File: src/rtl/sram_bist_pkg.sv
// Shared definitions for the SRAM BIST master: FSM state encoding,
// pattern-select encoding, LFSR polynomial, checkerboard words and
// small helpers for the LFSR.
package sram_bist_pkg;

  typedef enum logic [2:0] {
    ST_IDLE  = 3'd0,
    ST_WRITE = 3'd1,
    ST_READ  = 3'd2,
    ST_DRAIN = 3'd3,
    ST_DONE  = 3'd4
  } state_t;

  typedef enum logic [1:0] {
    PAT_INDEX     = 2'd0,
    PAT_INV_INDEX = 2'd1,
    PAT_CHECKER   = 2'd2,
    PAT_LFSR      = 2'd3
  } pattern_t;

  // Galois mask for x^32 + x^22 + x^2 + x + 1, right-shifting form.
  localparam logic [31:0] LFSR_POLY    = 32'h8020_0003;
  localparam logic [31:0] CHECKER_EVEN = 32'hAAAA_AAAA;
  localparam logic [31:0] CHECKER_ODD  = 32'h5555_5555;

  function automatic logic [31:0] lfsr_next(input logic [31:0] s);
    return {1'b0, s[31:1]} ^ (s[0] ? LFSR_POLY : 32'h0);
  endfunction

  // An all-zero LFSR would lock up, so a zero seed is promoted to 1.
  function automatic logic [31:0] fix_seed(input logic [31:0] s);
    return (s == 32'h0) ? 32'h1 : s;
  endfunction

endpackage

File: src/rtl/sram_bist_master_if.sv
// Avalon-MM bus between the BIST master and the SRAM slave.
// Handshake: a command (avm_write or avm_read) together with its address
// and data is accepted on a rising clk edge where avm_waitrequest=0; while
// avm_waitrequest=1 the master holds command, address and data stable.
// Read data returns a fixed number of cycles after acceptance.
interface sram_bist_master_if #(
  parameter int ADDR_W = 10
);
  logic [ADDR_W+1:0] avm_address;
  logic [3:0]        avm_byteenable;
  logic              avm_write;
  logic              avm_read;
  logic [31:0]       avm_writedata;
  logic              avm_waitrequest;
  logic [31:0]       avm_readdata;

  modport master (
    output avm_address, avm_byteenable, avm_write, avm_read, avm_writedata,
    input  avm_waitrequest, avm_readdata
  );

  modport slave (
    input  avm_address, avm_byteenable, avm_write, avm_read, avm_writedata,
    output avm_waitrequest, avm_readdata
  );
endinterface

File: src/rtl/sram_bist_patgen.sv
// Pattern generator: maps (pattern, index, LFSR state) to a 32-bit word.
// Ports: clk, reset_n; pattern select; index (word index); step advances
// the LFSR once; reload loads reload_value (has priority over step);
// word is the pattern word for the current index / LFSR state.
module sram_bist_patgen
  import sram_bist_pkg::*;
#(
  parameter int ADDR_W = 10
) (
  input  logic              clk,
  input  logic              reset_n,
  input  pattern_t          pattern,
  input  logic [ADDR_W-1:0] index,
  input  logic              step,
  input  logic              reload,
  input  logic [31:0]       reload_value,
  output logic [31:0]       word
);

  logic [31:0] lfsr;
  logic [31:0] index_ext;

  assign index_ext = {{(32-ADDR_W){1'b0}}, index};

  always_ff @(posedge clk or negedge reset_n) begin
    if (!reset_n) begin
      lfsr <= 32'h0;
    end else if (reload) begin
      lfsr <= reload_value;
    end else if (step) begin
      lfsr <= lfsr_next(lfsr);
    end
  end

  // The word of an access is the LFSR state before that access steps it.
  always_comb begin
    word = index_ext;
    case (pattern)
      PAT_INDEX:     word = index_ext;
      PAT_INV_INDEX: word = ~index_ext;
      PAT_CHECKER:   word = index[0] ? CHECKER_ODD : CHECKER_EVEN;
      PAT_LFSR:      word = lfsr;
      default:       word = index_ext;
    endcase
  end

endmodule

File: src/rtl/sram_bist_master.sv
// SRAM BIST master: writes DEPTH words of a selected pattern over
// Avalon-MM, reads them back and counts mismatches.
// Ports: clk, reset_n (async, active low); start (pulse), abort (level),
// pattern, seed; avm (Avalon-MM master bus); busy/done/pass status;
// err_count (saturating), first_err_addr (word index); fsm_state (debug).
module sram_bist_master
  import sram_bist_pkg::*;
#(
  parameter int DEPTH        = 1024,
  parameter int ADDR_W       = 10,
  parameter int READ_LATENCY = 1
) (
  input  logic                      clk,
  input  logic                      reset_n,
  input  logic                      start,
  input  logic                      abort,
  input  logic [1:0]                pattern,
  input  logic [31:0]               seed,
  sram_bist_master_if.master        avm,
  output logic                      busy,
  output logic                      done,
  output logic                      pass,
  output logic [15:0]               err_count,
  output logic [ADDR_W-1:0]         first_err_addr,
  output state_t                    fsm_state
);

  localparam logic [ADDR_W-1:0] LAST_IDX   = ADDR_W'(DEPTH - 1);
  localparam logic [1:0]        DRAIN_LAST = 2'(READ_LATENCY - 1);

  state_t            state, state_nxt;
  logic [ADDR_W-1:0] index;
  pattern_t          pat_q;
  logic [31:0]       seed_q;
  logic [1:0]        drain_cnt;
  logic [31:0]       word;

  logic start_ok, abort_act, wr_acc, rd_acc, last_idx, mismatch;

  logic [READ_LATENCY-1:0] vld_pipe;
  logic [31:0]             exp_pipe [READ_LATENCY];
  logic [ADDR_W-1:0]       idx_pipe [READ_LATENCY];

  assign start_ok  = start && !abort && (state == ST_IDLE || state == ST_DONE);
  assign abort_act = abort && (state != ST_IDLE);
  assign wr_acc    = (state == ST_WRITE) && !abort && !avm.avm_waitrequest;
  assign rd_acc    = (state == ST_READ)  && !abort && !avm.avm_waitrequest;
  assign last_idx  = (index == LAST_IDX);
  // Read data is compared a fixed latency after acceptance; abort discards it.
  assign mismatch  = vld_pipe[READ_LATENCY-1] && !abort &&
                     (avm.avm_readdata != exp_pipe[READ_LATENCY-1]);
  assign fsm_state = state;

  // State register
  always_ff @(posedge clk or negedge reset_n) begin
    if (!reset_n) state <= ST_IDLE;
    else          state <= state_nxt;
  end

  // Next-state logic
  always_comb begin
    state_nxt = state;
    if (abort_act) begin
      state_nxt = ST_IDLE;
    end else begin
      case (state)
        ST_IDLE, ST_DONE: if (start_ok)            state_nxt = ST_WRITE;
        ST_WRITE:         if (wr_acc && last_idx)  state_nxt = ST_READ;
        ST_READ:          if (rd_acc && last_idx)  state_nxt = ST_DRAIN;
        ST_DRAIN:         if (drain_cnt == DRAIN_LAST) state_nxt = ST_DONE;
        default:          state_nxt = ST_IDLE;
      endcase
    end
  end

  // Outputs; abort drops the bus command combinationally.
  always_comb begin
    busy               = (state == ST_WRITE) || (state == ST_READ) || (state == ST_DRAIN);
    done               = (state == ST_DONE);
    pass               = done && (err_count == 16'h0);
    avm.avm_write      = (state == ST_WRITE) && !abort;
    avm.avm_read       = (state == ST_READ) && !abort;
    avm.avm_byteenable = 4'hF;
    avm.avm_address    = (avm.avm_write || avm.avm_read) ? {index, 2'b00} : '0;
    avm.avm_writedata  = avm.avm_write ? word : 32'h0;
  end

  // The LFSR is reloaded at start and again on entry to READ so that the
  // read phase regenerates the exact write sequence.
  sram_bist_patgen #(.ADDR_W(ADDR_W)) u_patgen (
    .clk          (clk),
    .reset_n      (reset_n),
    .pattern      (pat_q),
    .index        (index),
    .step         (wr_acc || rd_acc),
    .reload       (start_ok || (wr_acc && last_idx)),
    .reload_value (start_ok ? fix_seed(seed) : seed_q),
    .word         (word)
  );

  // Index, latched configuration, drain counter and error bookkeeping
  always_ff @(posedge clk or negedge reset_n) begin
    if (!reset_n) begin
      index          <= '0;
      pat_q          <= PAT_INDEX;
      seed_q         <= 32'h0;
      drain_cnt      <= 2'd0;
      err_count      <= 16'h0;
      first_err_addr <= '0;
    end else begin
      drain_cnt <= (state == ST_DRAIN && !abort) ? drain_cnt + 2'd1 : 2'd0;
      if (start_ok) begin
        pat_q          <= pattern_t'(pattern);
        seed_q         <= fix_seed(seed);
        err_count      <= 16'h0;
        first_err_addr <= '0;
        index          <= '0;
      end else begin
        if (wr_acc || rd_acc) index <= last_idx ? '0 : index + 1'b1;
        if (mismatch) begin
          if (err_count != 16'hFFFF) err_count <= err_count + 16'd1;
          if (err_count == 16'h0)    first_err_addr <= idx_pipe[READ_LATENCY-1];
        end
      end
    end
  end

  // Expected-word pipeline, one stage per cycle of read latency
  always_ff @(posedge clk or negedge reset_n) begin
    if (!reset_n) begin
      vld_pipe <= '0;
      for (int k = 0; k < READ_LATENCY; k++) begin
        exp_pipe[k] <= 32'h0;
        idx_pipe[k] <= '0;
      end
    end else if (abort_act) begin
      vld_pipe <= '0;
    end else begin
      vld_pipe[0] <= rd_acc;
      exp_pipe[0] <= word;
      idx_pipe[0] <= index;
      for (int k = 1; k < READ_LATENCY; k++) begin
        vld_pipe[k] <= vld_pipe[k-1];
        exp_pipe[k] <= exp_pipe[k-1];
        idx_pipe[k] <= idx_pipe[k-1];
      end
    end
  end

endmodule
File: src/flat_wrapper.sv
// flat-port wrapper written by rule: the top's interface ports become plain ports
module sram_bist_master_flat import sram_bist_pkg::*;
#(
  parameter int DEPTH        = 1024,
  parameter int ADDR_W       = 10,
  parameter int READ_LATENCY = 1
)
  (clk, reset_n, start, abort, pattern, seed, busy, done, pass, err_count, first_err_addr, fsm_state, avm_avm_address, avm_avm_byteenable, avm_avm_write, avm_avm_read, avm_avm_writedata, avm_avm_waitrequest, avm_avm_readdata);
  sram_bist_master_if #(.ADDR_W(ADDR_W)) avm_i ();
  input  logic clk;
  input  logic reset_n;
  input  logic start;
  input  logic abort;
  input  logic [1:0] pattern;
  input  logic [31:0] seed;
  output logic busy;
  output logic done;
  output logic pass;
  output logic [15:0] err_count;
  output logic [ADDR_W-1:0] first_err_addr;
  output state_t fsm_state;
  output wire logic [$bits(avm_i.avm_address)-1:0] avm_avm_address;
  output wire logic [$bits(avm_i.avm_byteenable)-1:0] avm_avm_byteenable;
  output wire logic [$bits(avm_i.avm_write)-1:0] avm_avm_write;
  output wire logic [$bits(avm_i.avm_read)-1:0] avm_avm_read;
  output wire logic [$bits(avm_i.avm_writedata)-1:0] avm_avm_writedata;
  input wire logic [$bits(avm_i.avm_waitrequest)-1:0] avm_avm_waitrequest;
  input wire logic [$bits(avm_i.avm_readdata)-1:0] avm_avm_readdata;
  assign avm_avm_address = avm_i.avm_address;
  assign avm_avm_byteenable = avm_i.avm_byteenable;
  assign avm_avm_write = avm_i.avm_write;
  assign avm_avm_read = avm_i.avm_read;
  assign avm_avm_writedata = avm_i.avm_writedata;
  assign avm_i.avm_waitrequest = avm_avm_waitrequest;
  assign avm_i.avm_readdata = avm_avm_readdata;
  sram_bist_master #(.DEPTH(DEPTH), .ADDR_W(ADDR_W), .READ_LATENCY(READ_LATENCY)) u_core (.clk(clk), .reset_n(reset_n), .start(start), .abort(abort), .pattern(pattern), .seed(seed), .avm(avm_i), .busy(busy), .done(done), .pass(pass), .err_count(err_count), .first_err_addr(first_err_addr), .fsm_state(fsm_state));
endmodule
File: config.mk
export PLATFORM = sky130hd
export DESIGN_NAME = sram_bist_master_flat
export DESIGN_NICKNAME = d
export VERILOG_FILES = /design/src/rtl/sram_bist_pkg.sv /design/src/rtl/sram_bist_master_if.sv /design/src/rtl/sram_bist_patgen.sv /design/src/rtl/sram_bist_master.sv /design/src/flat_wrapper.sv
export SDC_FILE = /design/constraint.sdc
export NUM_CORES = 1
export LEC_CHECK = 0
export ABC_AREA = 1
export ABC_CLOCK_PERIOD_IN_PS = 2200
export BUFFER_PORTS_ARGS = -buffer_cell sky130_fd_sc_hd__clkbuf_2
export CAP_MARGIN = 20
export CORE_MARGIN = 3
export CORE_UTILIZATION = 40
export CTS_CLUSTER_DIAMETER = 40
export CTS_CLUSTER_SIZE = 12
export DETAILED_ROUTE_END_ITERATION = 8
export GPL_TIMING_DRIVEN = 0
export MAX_ROUTING_LAYER = met4
export SETUP_SLACK_MARGIN = 0.05
export SLEW_MARGIN = 20
export SYNTH_ARGS = -nofsm -noshare
export SYNTH_HDL_FRONTEND = slang
export SYNTH_HIERARCHICAL = 1
export SYNTH_SLANG_ARGS = --single-unit
File: constraint.sdc
create_clock -name clk -period 2.2 [get_ports clk]
set_input_delay 0.22 -clock clk [delete_from_list [all_inputs] [get_ports clk]]
set_output_delay 0.22 -clock clk [all_outputs]
set_load 0.005 [all_outputs]
==> Word-level counts from Yosys, hierarchy flattened <==
Cells that the tools add are included.
{ "classes": {"n_reduce_logical": 36, "addsub": 3, "eq_ne": 14, "muxes": 26, "bitwise_logic": 2} }
{ "ops": {"columns": ["op", "n"], "rows": [
  ["32-bit two-way mux", 7],
  ["32-bit one-hot mux with 4 select lines", 1],
  ["10-bit two-way mux", 6],
  ["16-bit two-way mux", 3],
  ["32-bit logical NOT", 1],
  ["32-bit inequality test", 1],
  ["10-bit NOT with 32-bit output", 1],
  ["31-bit by 32-bit bitwise XOR with 32-bit output", 1],
  ["16-bit by 1-bit adder with 16-bit output (second input constant)", 1],
  ["16-bit logical NOT", 1],
  ["16-bit inequality test (second input constant)", 1],
  ["3-bit two-way mux", 5],
  ["1-bit logical AND", 13],
  ["12-bit two-way mux", 1],
  ["3-bit one-hot mux with 4 select lines", 1],
  ["10-bit by 1-bit adder with 10-bit output (second input constant)", 1],
  ["10-bit == test (second input constant)", 1],
  ["2-bit nonzero test", 5],
  ["3-bit by 1-bit inequality test with 1-bit output (second input constant)", 3],
  ["3-bit by 2-bit == test with 1-bit output (second input constant)", 2],
  ["1-bit logical OR", 6],
  ["2-bit == test (second input constant)", 2],
  ["2-bit logical NOT", 2],
  ["2-bit AND reduction", 2],
  ["other kinds (12)", 13]
]} }
{ "totals": {"out_inout_bits": 82, "ff_bits": 150, "input_bits": 71, "word_cells": 92} }

==> Logic depth before layout (Yosys ltp) <==
{ "depth": {"ltp_word": 7, "ltp_mapped": 13} }

==> Modules after synthesis <==
The synthesis kept the hierarchy.
{ "by_module_without_submodules": {"columns": ["mod", "area_per_inst_um2", "cells_each", "instances"], "rows": [
  ["sram_bist_master", 6200.9, 822, 1],
  ["sram_bist_patgen", 1991.9, 295, 1]
]} }

==> Worst setup path before layout <==
OpenSTA, ideal clock, no wires.
{ "synth_path": {"path_type": "reg-to-reg", "startpoint": "reg u_core.state[1] (netlist: u_core/fsm_state[1])", "endpoint": "reg u_core.u_patgen.lfsr[10]", "t_required_ns": 2.131, "path_slack_ns": 0.256, "path_stages_with_launch": 12, "arrival_ns": 1.875, "cell_sequence": "dfrtp_1 -> nor2_1 -> inv_2 -> nor2_4 -> inv_2 -> buf_2 -> buf_2 -> nand2_1 -> buf_4 -> clkbuf_1 -> nand2_1 -> nand3_1"} }
{ "synth_via": {"elab_chain_len": 6, "elab_cells_between_ends": 16, "cone_classes": "eq/ne (3); mux (2); reduce/logical (11)"} }
{ "synth_rtl": {"columns": ["element", "line", "text"], "rows": [
  ["from (decl)", "sram_bist_master.sv:31", "state_t state, state_nxt;"],
  ["from (signal assigned)", "sram_bist_master.sv:57", "else state <= state_nxt;"],
  ["3-bit by 1-bit == test with 1-bit output", "sram_bist_master.sv:46", "assign wr_acc = (state == ST_WRITE) && !abort && !avm.avm_waitrequest;"],
  ["1-bit logical AND (2 in series)", "sram_bist_master.sv:46", null],
  ["1-bit logical AND", "sram_bist_master.sv:96", ".reload (start_ok || (wr_acc && last_idx)),"],
  ["1-bit logical OR", "sram_bist_master.sv:96", null],
  ["32-bit two-way mux or 2-bit nonzero test (tied branches)", null, null],
  ["to (signal assigned)", "sram_bist_patgen.sv:29", "lfsr <= reload_value;"],
  ["to (signal assigned)", "sram_bist_patgen.sv:31", "lfsr <= lfsr_next(lfsr);"],
  ["to (decl)", "sram_bist_patgen.sv:20", "logic [31:0] lfsr;"]
]} }
Several ways; a longest one is shown, not always the timed one.
A chain may end at the register's enable or synchronous reset.

==> Final worst setup path <==
{ "layout_path": {"startpoint": "reg u_core.pat_q[0]", "endpoint": "out avm_avm_writedata[10]"} }
{ "layout_via": {"elab_chain_len": 3, "elab_cells_between_ends": 6, "cone_classes": "eq/ne (3); mux (2); reduce/logical (1)"} }
{ "layout_rtl": {"columns": ["element", "line", "text"], "rows": [
  ["from (decl)", "sram_bist_master.sv:33", "pattern_t pat_q;"],
  ["from (signal assigned)", "sram_bist_master.sv:113", "pat_q <= pattern_t'(pattern);"],
  ["2-bit == test (tied with other cells)", "sram_bist_patgen.sv:38", "case (pattern)"],
  ["32-bit one-hot mux with 4 select lines (*)", "sram_bist_patgen.sv:38", null],
  ["named net u_core.word[10]", "sram_bist_master.sv:36", "logic [31:0] word;"],
  ["32-bit two-way mux (*)", "sram_bist_master.sv:85", "avm.avm_writedata = avm.avm_write ? word : 32'h0;"],
  ["to (decl)", "flat_wrapper.sv:26", "output wire logic [$bits(avm_i.avm_writedata)-1:0] avm_avm_writedata;"]
]} }
The timed path passes the listed nets; every way through them passes the cells marked *.

==> summary by stage <==
Outcome
The flow ran to the end, and the final reports show no timing, DRC or antenna violations.

Clocking
The clock latency at the later pin of the worst-skew pair is between 400 and 500 ps. The sink count of the clock tree is 150. The H-tree level count is 4. The clock passes through at most 2 buffers.

TritonCTS created 17 clock buffers. The clock transition at the registers of the reported paths is ~60 ps. The CTS tree is done. The tree is rooted in a clkbuf_16.

Cells and area
The multi-input combinational cells in the finished layout cover a total of about 3700 um2. The number of fillers in the final layout is 2007. The utilization after layout is 51.5%. Compared with the post-synthesis result, the final layout area differs by 24.3%. The total inserted antenna cells is 0.

For this run, the post-layout net count is about 1400. The sequential cells in the finished layout cover a total of 3760 um2. The finished layout holds 1578 standard cells, fillers aside.

The share of layout cells above drive strength 1 is 22.3%.

Die
The core region is 19800 um2. The initial utilization of the core area, before any placement, comes to 41.4%. The floorplan step defined a die boundary enclosing 22200 um2.

The number of placed I/O pins is 153. The die is 149 um tall. The width of the die is 149 um. The row count is 51.

Route
Summed over all layers, the routed wires come to 22300 um. The first routing iteration left 442 violations. The post-detailed-route count of antenna-violating nets is 0. The final routed wire length divided by cell count is ~14 um. The pre-antenna-repair detailed-routing pass consisted of 5 iterations. The total via count in the routed design is between 7000 and 8000. After detailed routing, the number of remaining DRC violations is 0. The number of vias per cell is 4.74.

Pwr
In this run the power density over the cells is 1210 nW/um2. The completed layout was analyzed and its total power is 12.3 mW. The worst-case IR drop observed on VDD is ~0.00065 V. The leakage power summed over all cells is between 5 and 6 nW.

STA
The clock arrives with 16.0 ps of skew. The final setup slack of the worst path is ~150 ps. The final count of hold timing violations is 0. The worst path in the final design needs a cycle of about 2000 ps, including I/O delays and setup. The pin slew with the least headroom to its limit is around 700 ps. The total setup violations reported at the end of the flow is 0. The maximum operating frequency is 489 MHz.

Across all hold checks on the routed design, the worst slack comes to between 40 and 50 ps. Dividing the final minimum period by the clock period gives 93.0%. Setup repair after global routing could not meet its margin everywhere.

The worst pin sits at a relative slew slack of 53.7%. The total count of max-transition violations in the final report is 0.

Synth
Sequential elements use 45.8% of the synthesized area. The netlist area before placement is between 8000 and 9000 um2. By count the netlist is led by nand2_1 (362), dfrtp_1 (150), inv_1 (143).

The number of register bits inferred by synthesis is 150. The async set-or-reset flop fraction in the synthesized netlist is 100%. The cell taking the most area after synthesis is dfrtp_1.

The top-area cell type share of the netlist area is 45.8%. The number of enable flip-flop cells after synthesis is 0. By area the synthesized netlist is led by dfrtp_1 (46%), nand2_1 (17%), inv_1 (6.6%).

The most used standard cell by instance count after synthesis is nand2_1. For this run, the number of Yosys warnings is 6. The netlist uses 42 different library cells. A synthesized cell averages 7.33 um2.

The most used flip-flop cell after synthesis is dfrtp_1. The cell count after synthesis is around 1100.

GRT
The total routing resource utilization after global routing is 21.2%. The number of global-route vias before repair is a little over 7000. The global route total overflow is 0.

The number of antenna violations at the first check in global routing is 0. The pin count of the biggest net entering global routing is 81. The first-pass GRT wire length is 36500 um.

Critical path
For the worst flop-to-flop path, the logic depth is 12. The data required time of the critical path is 1980 ps. STA classifies the critical path endpoint as a primary output. Data arrives at the worst endpoint at between 1500 and 2000 ps. The startpoint type of the worst setup path is a flip-flop. The classification of the worst setup path is reg2out. Along the worst path, the maximum fanout reaches 10.

Placed design
The final RePlAce weighted congestion is between 0.8 and 0.9. The total placed cells including tap cells is 1533. Prior to clock tree synthesis, the placed netlist has a worst setup slack of -452 ps.

The estimated wirelength of the detail-placed design is 17000 um. The number of port buffers is between 100 and 150.

Run
The max-cap violation count is 0.

Min path
The worst hold path was traced through 2 stages. The tightest min-delay check is of the in2reg type.
what timing repair did:
| item | in CTS | in global routing |
|---|---|---|
| hold buffers | 3 | 0 |
| resized for setup | 32 | 40 |
| hold endpoints to repair | 72 | 0 |
| endpoints found under the setup margin | 72 | 101 |
| setup buffers | 4 | 6 |
| pin swaps | 4 | 10 |
layer usage:
layer	global-route usage (%)	wire length, um	vias up
li1	-	-	3841
met1	29.1	10600	3407
met2	32.5	10200	202
met3	3.68	1030	35
met4	6.59	507	0
met5	-	0	-
area by class of cell:
type	count	area share [%]
Clock inverter	15	1.70
Timing Repair Buffer	160	8.56
Inverter	152	5.70
Tap cell	265	3.26
Clock buffer	17	4.18
Sequential cell	150	36.9
Multi-Input combinational cell	766	36.3
Buffer	53	3.45
sequential cells by signal (all words and copies together) (netlist names), 3 cells and up:
name and cells:
u_core/err_count 16, u_core/exp_pipe 32, u_core/first_err_addr 10, u_core/fsm_state 3, u_core/idx_pipe 10, u_core/index 10, u_core/seed_q 32, u_core/u_patgen/lfsr 32
critical path, stage by stage, from the launching register on:
cell	delay, ps
dfrtp_1	400
buf_6	150
inv_6	90
nand3_4	100
inv_2	60
nor2_2	30
buf_4	160
nand2_1	60
inv_1	60
nor2_2	140
buf_2	140
through the flow:
stage               area [um2]  setup TNS [ps]
floorplan                 8210               0
global placement          9270         -289240
detailed placement        9310          -13110
CTS                      10000               0
global route             10200               0
finish                   10200               0
layout by cell type (no fill, tap or decap), types with 4 or more instances in the layout:
| cell type | count |
|---|---|
| xor2_1 | 8 |
| buf_6 | 8 |
| inv_1 | 141 |
| o21ai_0 | 77 |
| inv_2 | 9 |
| nor2_1 | 87 |
| inv_6 | 4 |
| conb_1 | 6 |
| nand2_1 | 360 |
| clkinv_4 | 4 |
| nand3_1 | 87 |
| nor2_4 | 7 |
| a21oi_1 | 12 |
| buf_4 | 28 |
| nor2_2 | 21 |
| clkinvlp_4 | 5 |
| dfrtp_2 | 4 |
| nand2_2 | 6 |
| clkbuf_2 | 147 |
| clkbuf_1 | 11 |
| buf_2 | 12 |
| nand4_1 | 28 |
| nor3_1 | 8 |
| ha_1 | 4 |
| xnor2_1 | 24 |
| dfrtp_1 | 146 |
| clkbuf_16 | 17 |
power by group:
group	internal (mW)	total [mW]	switching, mW
Sequential	3.80	4.59	0.783
Combinational	1.86	4.79	2.93
Clock	1.70	2.96	1.27
Total	7.36	12.3	4.98
cells by family (layout without fill, tap and decap cells):
kind of cell             Yosys count  after routing  synth area share (%)
AND/OR/NAND/NOR                  621            621                  32.8
AO/OA/AOI/OAI                    103            103                  6.57
flip-flops                       150            150                  45.8
XOR/XNOR                          32             32                  3.42
buffers and inverters            205            397                  10.7
other                              2              6                0.0917
adder cells (fa/ha/maj)            4              4                 0.611
worst paths after layout:
path,startpoint,end,slack [ps]
worst min register to register,u_core/drain_cnt[0]$_DFF_PN0_,u_core/drain_cnt[0]$_DFF_PN0_,430
min in group asynchronous,reset_n,u_core/fsm_state[2]$_DFFE_PN0P_,370
worst min-delay path,avm_avm_waitrequest,u_core/vld_pipe$_DFF_PN0_,40
worst max-delay path,u_core/pat_q[0]$_DFFE_PN0P_,avm_avm_writedata[10],150
max in group asynchronous,reset_n,u_core/exp_pipe[12]$_DFFE_PN0N_,990
worst max register to register,u_core/fsm_state[0]$_DFFE_PN0P_,u_core/u_patgen/lfsr[30]$_DFFE_PN0P_,160
Note: power is estimated with default switching activity, not from simulation.
